`src/rtl/snake_pkg.sv`:
```
// Shared codes for the snake game: per-pixel collision states and game FSM encoding.
package snake_pkg;

  localparam logic [1:0] COLL_RESET = 2'b00;
  localparam logic [1:0] COLL_HIT   = 2'b01;
  localparam logic [1:0] COLL_APPLE = 2'b10;
  localparam logic [1:0] COLL_NONE  = 2'b11;

  typedef enum logic [1:0] {
    IDLE  = 2'd0,
    PLACE = 2'd1,
    RUN   = 2'd2,
    OVER  = 2'd3
  } state_e;

endpackage

```
`src/rtl/apple_lfsr.sv`:
```
// 16-bit Fibonacci LFSR (taps 16,14,13,11), free-running every clock.
// Supplies candidate apple coordinates; SEED must be nonzero.
module apple_lfsr #(
  parameter logic [15:0] SEED = 16'hACE1
) (
  input  logic        clk,
  input  logic        rst_n,
  output logic [15:0] state_o
);

  always_ff @(posedge clk or negedge rst_n) begin
    if (!rst_n) begin
      state_o <= SEED;
    end else begin
      state_o <= {state_o[14:0], state_o[15] ^ state_o[13] ^ state_o[12] ^ state_o[10]};
    end
  end

endmodule

```
`src/rtl/game_ctrl.sv`:
```
// Snake game controller: latches per-frame collision/apple events, acts at frame end.
// Optional high-score register enabled by defining HIGH_SCORE_EN.
module game_ctrl
  import snake_pkg::*;
#(
  parameter int          GRID_W    = 32,
  parameter int          GRID_H    = 24,
  parameter int          COORD_W   = 6,
  parameter int          LEN_W     = 6,
  parameter int          INIT_LEN  = 3,
  parameter int          MAX_LEN   = 63,
  parameter int          SCORE_W   = 8,
  parameter logic [15:0] LFSR_SEED = 16'hACE1
) (
  input  logic               clk,
  input  logic               rst_n,
  input  logic [1:0]         coll_state_i,
  input  logic               frame_end_i,
  input  logic               start_i,
  output logic               run_o,
  output logic               game_over_o,
  output logic               grow_o,
  output logic [LEN_W-1:0]   snake_len_o,
  output logic [SCORE_W-1:0] score_o,
  output logic [SCORE_W-1:0] hi_score_o,
  output logic               apple_vld_o,
  output logic [COORD_W-1:0] apple_x_o,
  output logic [COORD_W-1:0] apple_y_o
);

  state_e             state;
  logic [15:0]        lfsr;
  logic [COORD_W-1:0] cand_x;
  logic [COORD_W-1:0] cand_y;
  logic               cand_ok;
  logic               unused_lfsr_hi;
  logic               active;
  logic               coll_hit;
  logic               coll_apple;
  logic               hit_c;
  logic               hit_a;
  logic               hit_c_now;
  logic               hit_a_now;
  logic               enter_over;

  apple_lfsr #(.SEED(LFSR_SEED)) u_lfsr (
    .clk     (clk),
    .rst_n   (rst_n),
    .state_o (lfsr)
  );

  assign cand_x         = lfsr[COORD_W-1:0];
  assign cand_y         = lfsr[2*COORD_W-1:COORD_W];
  assign unused_lfsr_hi = ^lfsr[15:2*COORD_W];
  assign cand_ok        = (int'(cand_x) < GRID_W) && (int'(cand_y) < GRID_H);

  assign active = (state == PLACE) || (state == RUN);

  always_comb begin
    coll_hit   = 1'b0;
    coll_apple = 1'b0;
    case (coll_state_i)
      COLL_HIT:              coll_hit   = 1'b1;
      COLL_APPLE:            coll_apple = 1'b1;
      COLL_RESET, COLL_NONE: ;
      default:               ;
    endcase
  end

  // The frame_end cycle's own pixel counts toward the decision.
  assign hit_c_now  = hit_c | (active & coll_hit);
  assign hit_a_now  = hit_a | (active & coll_apple);
  assign enter_over = active && frame_end_i && hit_c_now;

  always_ff @(posedge clk or negedge rst_n) begin
    if (!rst_n) begin
      state       <= IDLE;
      run_o       <= 1'b0;
      game_over_o <= 1'b0;
      grow_o      <= 1'b0;
      snake_len_o <= LEN_W'(INIT_LEN);
      score_o     <= '0;
      apple_vld_o <= 1'b0;
      apple_x_o   <= '0;
      apple_y_o   <= '0;
      hit_c       <= 1'b0;
      hit_a       <= 1'b0;
    end else begin
      grow_o <= 1'b0;

      if (frame_end_i || !active) begin
        hit_c <= 1'b0;
        hit_a <= 1'b0;
      end else begin
        hit_c <= hit_c_now;
        hit_a <= hit_a_now;
      end

      case (state)
        IDLE, OVER: begin
          if (start_i) begin
            state       <= PLACE;
            run_o       <= 1'b1;
            game_over_o <= 1'b0;
            snake_len_o <= LEN_W'(INIT_LEN);
            score_o     <= '0;
            apple_vld_o <= 1'b0;
          end
        end
        PLACE: begin
          if (enter_over) begin
            state       <= OVER;
            run_o       <= 1'b0;
            game_over_o <= 1'b1;
          end else if (cand_ok) begin
            apple_x_o   <= cand_x;
            apple_y_o   <= cand_y;
            apple_vld_o <= 1'b1;
            state       <= RUN;
          end
        end
        RUN: begin
          if (enter_over) begin
            state       <= OVER;
            run_o       <= 1'b0;
            game_over_o <= 1'b1;
          end else if (frame_end_i && hit_a_now) begin
            grow_o      <= 1'b1;
            apple_vld_o <= 1'b0;
            state       <= PLACE;
            if (snake_len_o != LEN_W'(MAX_LEN))
              snake_len_o <= snake_len_o + 1'b1;
            if (score_o != {SCORE_W{1'b1}})
              score_o <= score_o + 1'b1;
          end
        end
        default: state <= IDLE;
      endcase
    end
  end

`ifdef HIGH_SCORE_EN
  // Best score survives restarts; only reset clears it.
  always_ff @(posedge clk or negedge rst_n) begin
    if (!rst_n) begin
      hi_score_o <= '0;
    end else if (enter_over && (score_o > hi_score_o)) begin
      hi_score_o <= score_o;
    end
  end
`else
  assign hi_score_o = '0;
`endif

endmodule

```
`config.mk`:
```
export PLATFORM = sky130hd
export DESIGN_NAME = game_ctrl
export DESIGN_NICKNAME = d
export VERILOG_FILES = /design/src/rtl/snake_pkg.sv /design/src/rtl/apple_lfsr.sv /design/src/rtl/game_ctrl.sv
export SDC_FILE = /design/constraint.sdc
export NUM_CORES = 1
export LEC_CHECK = 0
export ABC_AREA = 1
export CAP_MARGIN = 25
export CORE_MARGIN = 3
export CORE_UTILIZATION = 56
export CTS_CLUSTER_DIAMETER = 120
export DETAILED_ROUTE_END_ITERATION = 10
export GPL_TIMING_DRIVEN = 0
export PLACE_DENSITY_LB_ADDON = 0.08
export SYNTH_ARGS = -nofsm -noshare
export SYNTH_HDL_FRONTEND = slang
export SYNTH_SLANG_ARGS = --single-unit
export TNS_END_PERCENT = 30
```
`constraint.sdc`:
```
create_clock -name clk -period 3.7 [get_ports clk]
set_input_delay 0.74 -clock clk [delete_from_list [all_inputs] [get_ports clk]]
set_output_delay 0.74 -clock clk [all_outputs]
set_load 0.03 [all_outputs]
```
== Word level (Yosys, flattened, before mapping) ==
Cells that the tools add are included.

* Word-level logic and storage cells: 92
* Memories kept: 0
* Bits of input ports: 6
* Bits in writable memories: 0
* Bits in latches: 0
* Bits in read-only memories: 0
* Bits in registers: 50

* Reductions and logical operators: 17
* Shifts and indexed selects: 0
* $mul: 0
* Magnitude comparators: 2
* Eq/ne operators: 17
* Divide/modulo/power cells: 0
* Mux-type cells: 34
* Bitwise logic cells: 8
* $add $sub $neg: 2

{| class="wikitable"
|+ Operators by type and width
! kind !! number
|-
| $mux W8 || 4
|-
| $mux W6 || 4
|-
| $pmux W8 S2 || 1
|-
| $mux W1 || 15
|-
| $reduce_and A5 Y1 || 3
|-
| $pmux W6 S2 || 1
|-
| $mux W2 || 5
|-
| $add A8 B1 Y8 const B || 1
|-
| $ne A2 B1 Y1 const B || 4
|-
| $ne A2 B2 Y1 const B || 4
|-
| $ne A8 B8 Y1 const B || 1
|-
| $add A6 B1 Y6 const B || 1
|-
| $eq A2 B2 Y1 const B || 3
|-
| $lt A6 B5 Y1 const B || 1
|-
| $lt A6 B6 Y1 const B || 1
|-
| $ne A6 B6 Y1 const B || 1
|-
| $pmux W2 S3 || 1
|-
| $reduce_and A3 Y1 || 2
|-
| $eq A2 B1 Y1 const B || 2
|-
| $logic_and A1 B1 Y1 || 4
|-
| $pmux W1 S2 || 2
|-
| $reduce_or A2 Y1 || 2
|-
| $ne A3 B2 Y1 const B || 1
|-
| $ne A3 B3 Y1 const B || 1
|-
| 10 further kinds || 15
|}

== Longest topological paths before layout ==
* Depth in word-level cells: 8
* Depth in mapped cells: 13
* Depth with buffers taken out: 12

== By module ==
A second synthesis with hierarchy kept.

* Cell total of the unflattened synthesis: 264
* Area total of the unflattened synthesis: 2344.7 sq um

{| class="wikitable"
|+ By module, submodules not included
! module !! times used !! area an instance (sq um) !! sequential area each (sq um) !! cells each
|-
| game_ctrl || 1 || 1863.0 || 853.3 || 231
|-
| apple_lfsr || 1 || 481.7 || 410.4 || 33
|}

== Least setup slack after synthesis ==
Ideal clock, no wire load.

* Path kind: flip-flop to flip-flop
* Start: register state[0]
* End: register apple_x_o[4]
* Slack: 2069 ps
* Clock period less this slack: 1631 ps
* Data required time: 3583 ps
* Library setup time: 117 ps
* Buffers on the path: 1
* Stages on the path, launching flop included: 10
* Arrival time: 1514 ps
* Path through: dfrtp_1 > inv_1 > ha_1 > nor2_2 > nand2_8 > nand2_2 > inv_1 > buf_6 > nand2_1 > nand2_1

* Word-level cells in the longest chain between the ends: 7

{| class="wikitable"
|+ Ends and longest elaborated chain
! item !! line !! RTL
|-
| start, declared || game_ctrl.sv:31 || <nowiki>state_e state;</nowiki>
|-
| start signal, assigned || game_ctrl.sv:77 || <nowiki>state <= IDLE;</nowiki>
|-
| start signal, assigned || game_ctrl.sv:102 || <nowiki>state <= PLACE;</nowiki>
|-
| start signal, assigned || game_ctrl.sv:112 || <nowiki>state <= OVER;</nowiki>
|-
| $eq A2 B1 Y1 or $eq A2 B2 Y1 (tied branches) || game_ctrl.sv:57, game_ctrl.sv:99 ||
|-
| $logic_or A1 B1 Y1 || game_ctrl.sv:57 || <nowiki>assign active = (state == PLACE) || (state == RUN);</nowiki>
|-
| $and A1 B1 Y1 || game_ctrl.sv:71 || <nowiki>assign hit_c_now = hit_c | (active & coll_hit);</nowiki>
|-
| $or A1 B1 Y1 || game_ctrl.sv:71 ||
|-
| $logic_and A1 B1 Y1 || game_ctrl.sv:73 || <nowiki>assign enter_over = active && frame_end_i && hit_c_now;</nowiki>
|-
| $not A1 Y1 (no source line) || - ||
|-
| $reduce_and A3 Y1 (no source line) (*) || - ||
|-
| end signal, assigned || game_ctrl.sv:116 || <nowiki>apple_x_o <= cand_x;</nowiki>
|-
| end, declared || game_ctrl.sv:27 || <nowiki>output logic [COORD_W-1:0] apple_x_o,</nowiki>
|}

Mark *: on every way between the ends. The rest lies on a longest branch, timed or not.
A chain may end at the register's enable or synchronous reset.

== Worst setup path in the final report ==
* Start: register snake_len_o[0]
* End: output snake_len_o[0]

{| class="wikitable"
|+ RTL lines
! item !! line !! RTL
|-
| start, declared || game_ctrl.sv:23 || <nowiki>output logic [LEN_W-1:0] snake_len_o,</nowiki>
|-
| start signal, assigned || game_ctrl.sv:81 || <nowiki>snake_len_o <= LEN_W'(INIT_LEN);</nowiki>
|-
| start signal, assigned || game_ctrl.sv:105 || <nowiki>snake_len_o <= LEN_W'(INIT_LEN);</nowiki>
|-
| start signal, assigned || game_ctrl.sv:132 || <nowiki>snake_len_o <= snake_len_o + 1'b1;</nowiki>
|}

No word-level cell between the ends.

==> flow_metrics.tcl <==
set metrics [dict create \
    die_width_um 71.70 \
    postRouteAntennaNets 0 \
    clock-root-buffer "clkbuf_8" \
    rsz0062_at_grt "false" \
    fin_crit_sh_pct 62.73 \
    cp.required_ps 2960 \
    p_leak_nw 1.477 \
    mostFrequentLayoutCell "nand2_1" \
    synth_area_leaders "dfrtp_1, nand2_1, dfstp_2, inv_1, nand3_1" \
    dr.pass1.iters 4 \
    synthCells 271 \
    synth_top_area_share_pct 41.41 \
    dp.cells 364 \
    cts_hold_buf 0 \
    htreeDepth 2 \
    clockBufferDepth 2 \
    ys_async_sr_fraction_pct 100.0 \
    syn_to_final_growth_pct 22.83 \
    ys_ff_latch 50 \
    period_minus_slack_ps 2321 \
    syn_avg_cell_area_um2 8.920 \
    die_area_um2 5141 \
    overflow 0 \
    skew_ps 10.95 \
    io-pin-count 44 \
    post_cts_buffers 0 \
    r2r-start "state[0]$_DFFE_PN0P_" \
    post-route-drc-count 0 \
    gp_congestion 0.8045 \
    layout.nets 331 \
    r2r_end "apple_x_o[3]$_DFFE_PN0P_" \
    cp-start-kind "flop" \
    num_rows 23 \
    grt_pass1_wl_um 7714 \
    diodes 0 \
    dp_hpwl_um 3337 \
    holdWs_ps 281.6 \
    via_per_inst 4.922 \
    drt_iter0_markers 76 \
    gr-usage-all-layers_pct 19.30 \
    grt_antenna_before_repair 0 \
    p_per_area_nw_per_um2 625.3 \
    cts-resized-gates 0 \
    worstPathBufferInverterCount 1 \
    clkTransAtPathRegs_ps 100 \
    final_cell_mix "nand2_1, dfrtp_1, clkdlybuf4s50_1, inv_1" \
    start_util_pct 59.15 \
    path_max_fanout 5 \
    fmaxAchievable_ghz 0.4308 \
    place_ws_ps 1394 \
    core_um2 4086 \
    cp-end-kind "output port" \
    finalNonFillerCells 372 \
    setup_violations 0 \
    run_status "complete, no violations" \
    path_class "flop to output port" \
    ys_seq_area_share_pct 52.28 \
    grt_pass1_vias 1709 \
    finalSetupTns_ps 0 \
    cp.arrival_ps 1580 \
    clock_latency_ps 310 \
    dpl_cell_area_um2 2872 \
    max-vdd-ir-drop_mv 0.4718 \
    critPathTopFamily "buffers and inverters" \
    dieHeight_um 71.70 \
    cts_buffers 5 \
    io_buffer_count 35 \
    slew_viol_final 0 \
    synth_edf_count 0 \
    cp_slowest_cell "clkdlybuf4s50_1" \
    hold_viol_final 0 \
    slowest_delay_ps 680 \
    ys.flop_type "dfrtp_1" \
    worst_slack_ps 1379 \
    max-cap-violations 0 \
    final_area_um2 2969 \
    wl_per_cell_um 12.33 \
    timing.hold.worst.class "input port to async pin" \
    finalWirelength_um 4585 \
    cts_tree "yes" \
    vias 1831 \
    crit_path_cell_trace "clkdlybuf4s50_1" \
    yosysTopAreaCell "dfrtp_1" \
    reg2reg_slack_ps 1890 \
    num-fill-cells 332 \
    synth_area_um2 2417 \
    grt_max_degree 42 \
    ys_warn_count 0 \
    r2r_cells 9 \
    yosysUniqueCellTypes 31 \
    cts.sinks 50 \
    drive_above_1_share_pct 17.39 \
]
[metrics by stage]
step / power, mW / util, %
after floorplan: 1.310 / -
after global placement: 1.511 / 69.90
after detailed placement: 1.531 / 70.27
after CTS: 1.876 / 72.66
after global routing: 1.984 / 72.66
final: 1.856 / 72.66
[flip-flops by register name, indices dropped and copies added, names as in the netlist]
register,flops
hit_a,1
snake_len_o,6
score_o,8
grow_o,1
apple_y_o,6
apple_x_o,6
u_lfsr.state_o,16
run_o,1
state,2
hit_c,1
apple_vld_o,1
game_over_o,1
[worst max path at each step]
stage	startpoint	endpoint	depth (start not counted)
finish	snake_len_o[0]$_DFFE_PN1P_	snake_len_o[0]	1
global route	snake_len_o[0]$_DFFE_PN1P_	snake_len_o[0]	1
CTS	snake_len_o[0]$_DFFE_PN1P_	snake_len_o[0]	1
detailed placement	frame_end_i	apple_x_o[3]$_DFFE_PN0P_	9
global placement	rst_n	apple_x_o[2]$_DFFE_PN0P_	1
floorplan	state[0]$_DFFE_PN0P_	apple_x_o[4]$_DFFE_PN0P_	9
[per-layer routing]
| metal | up-vias | global-route usage, % | part of all wire, % |
|---|---|---|---|
| met4 | 0 | 6.472 | 0.74 |
| met3 | 4 | 4.628 | 4.3 |
| li1 | 915 | - | - |
| met5 | - | 0 | 0 |
| met2 | 39 | 30.51 | 48 |
| met1 | 873 | 26.19 | 47 |
[cells by family (layout without fill, tap and decap cells)]
logic type | after synthesis | in the layout | synth area share [%]
other | 1 | 8 | 0.1551
DFF | 50 | 50 | 52.28
buffers and inverters | 42 | 86 | 9.110
and+or+nand+nor | 155 | 155 | 31.73
AOI/OAI and AO/OA | 15 | 15 | 3.209
adders and majority gates | 4 | 4 | 2.070
xor gates and xnor gates | 4 | 4 | 1.450
[area by class of cell]
cell class,instances,area [µm²],area share (%)
clock inverters,3,28.78,0.9692
well taps,50,62.56,2.107
inverters,29,111.4,3.751
repair buffers,36,365.4,12.31
clock buffers,5,68.82,2.318
plain buffers,13,108.9,3.666
flip-flops and latches,50,1264,42.56
multi-input cells,186,959.7,32.32
[power by group]
part           switching, mW  leakage, nW  internal (mW)  total [mW]
Clock                  0.200       0.0506          0.142       0.341
Combinational          0.549        0.774          0.310       0.860
Sequential            0.0464        0.652          0.609       0.656
Total                  0.795         1.48           1.06        1.86
[synthesized netlist by cell type (all sizes together), types with 2 or more instances]
cell type,n
nand2,99
dfrtp,40
inv,29
nor2,25
nand3,21
buf,12
dfstp,10
o21ai,10
a21oi,4
ha,4
nor3b,3
and3,2
nand3b,2
nor3,2
xnor2,2
xor2,2
No activity file was read; power rests on OpenSTA's default activity.
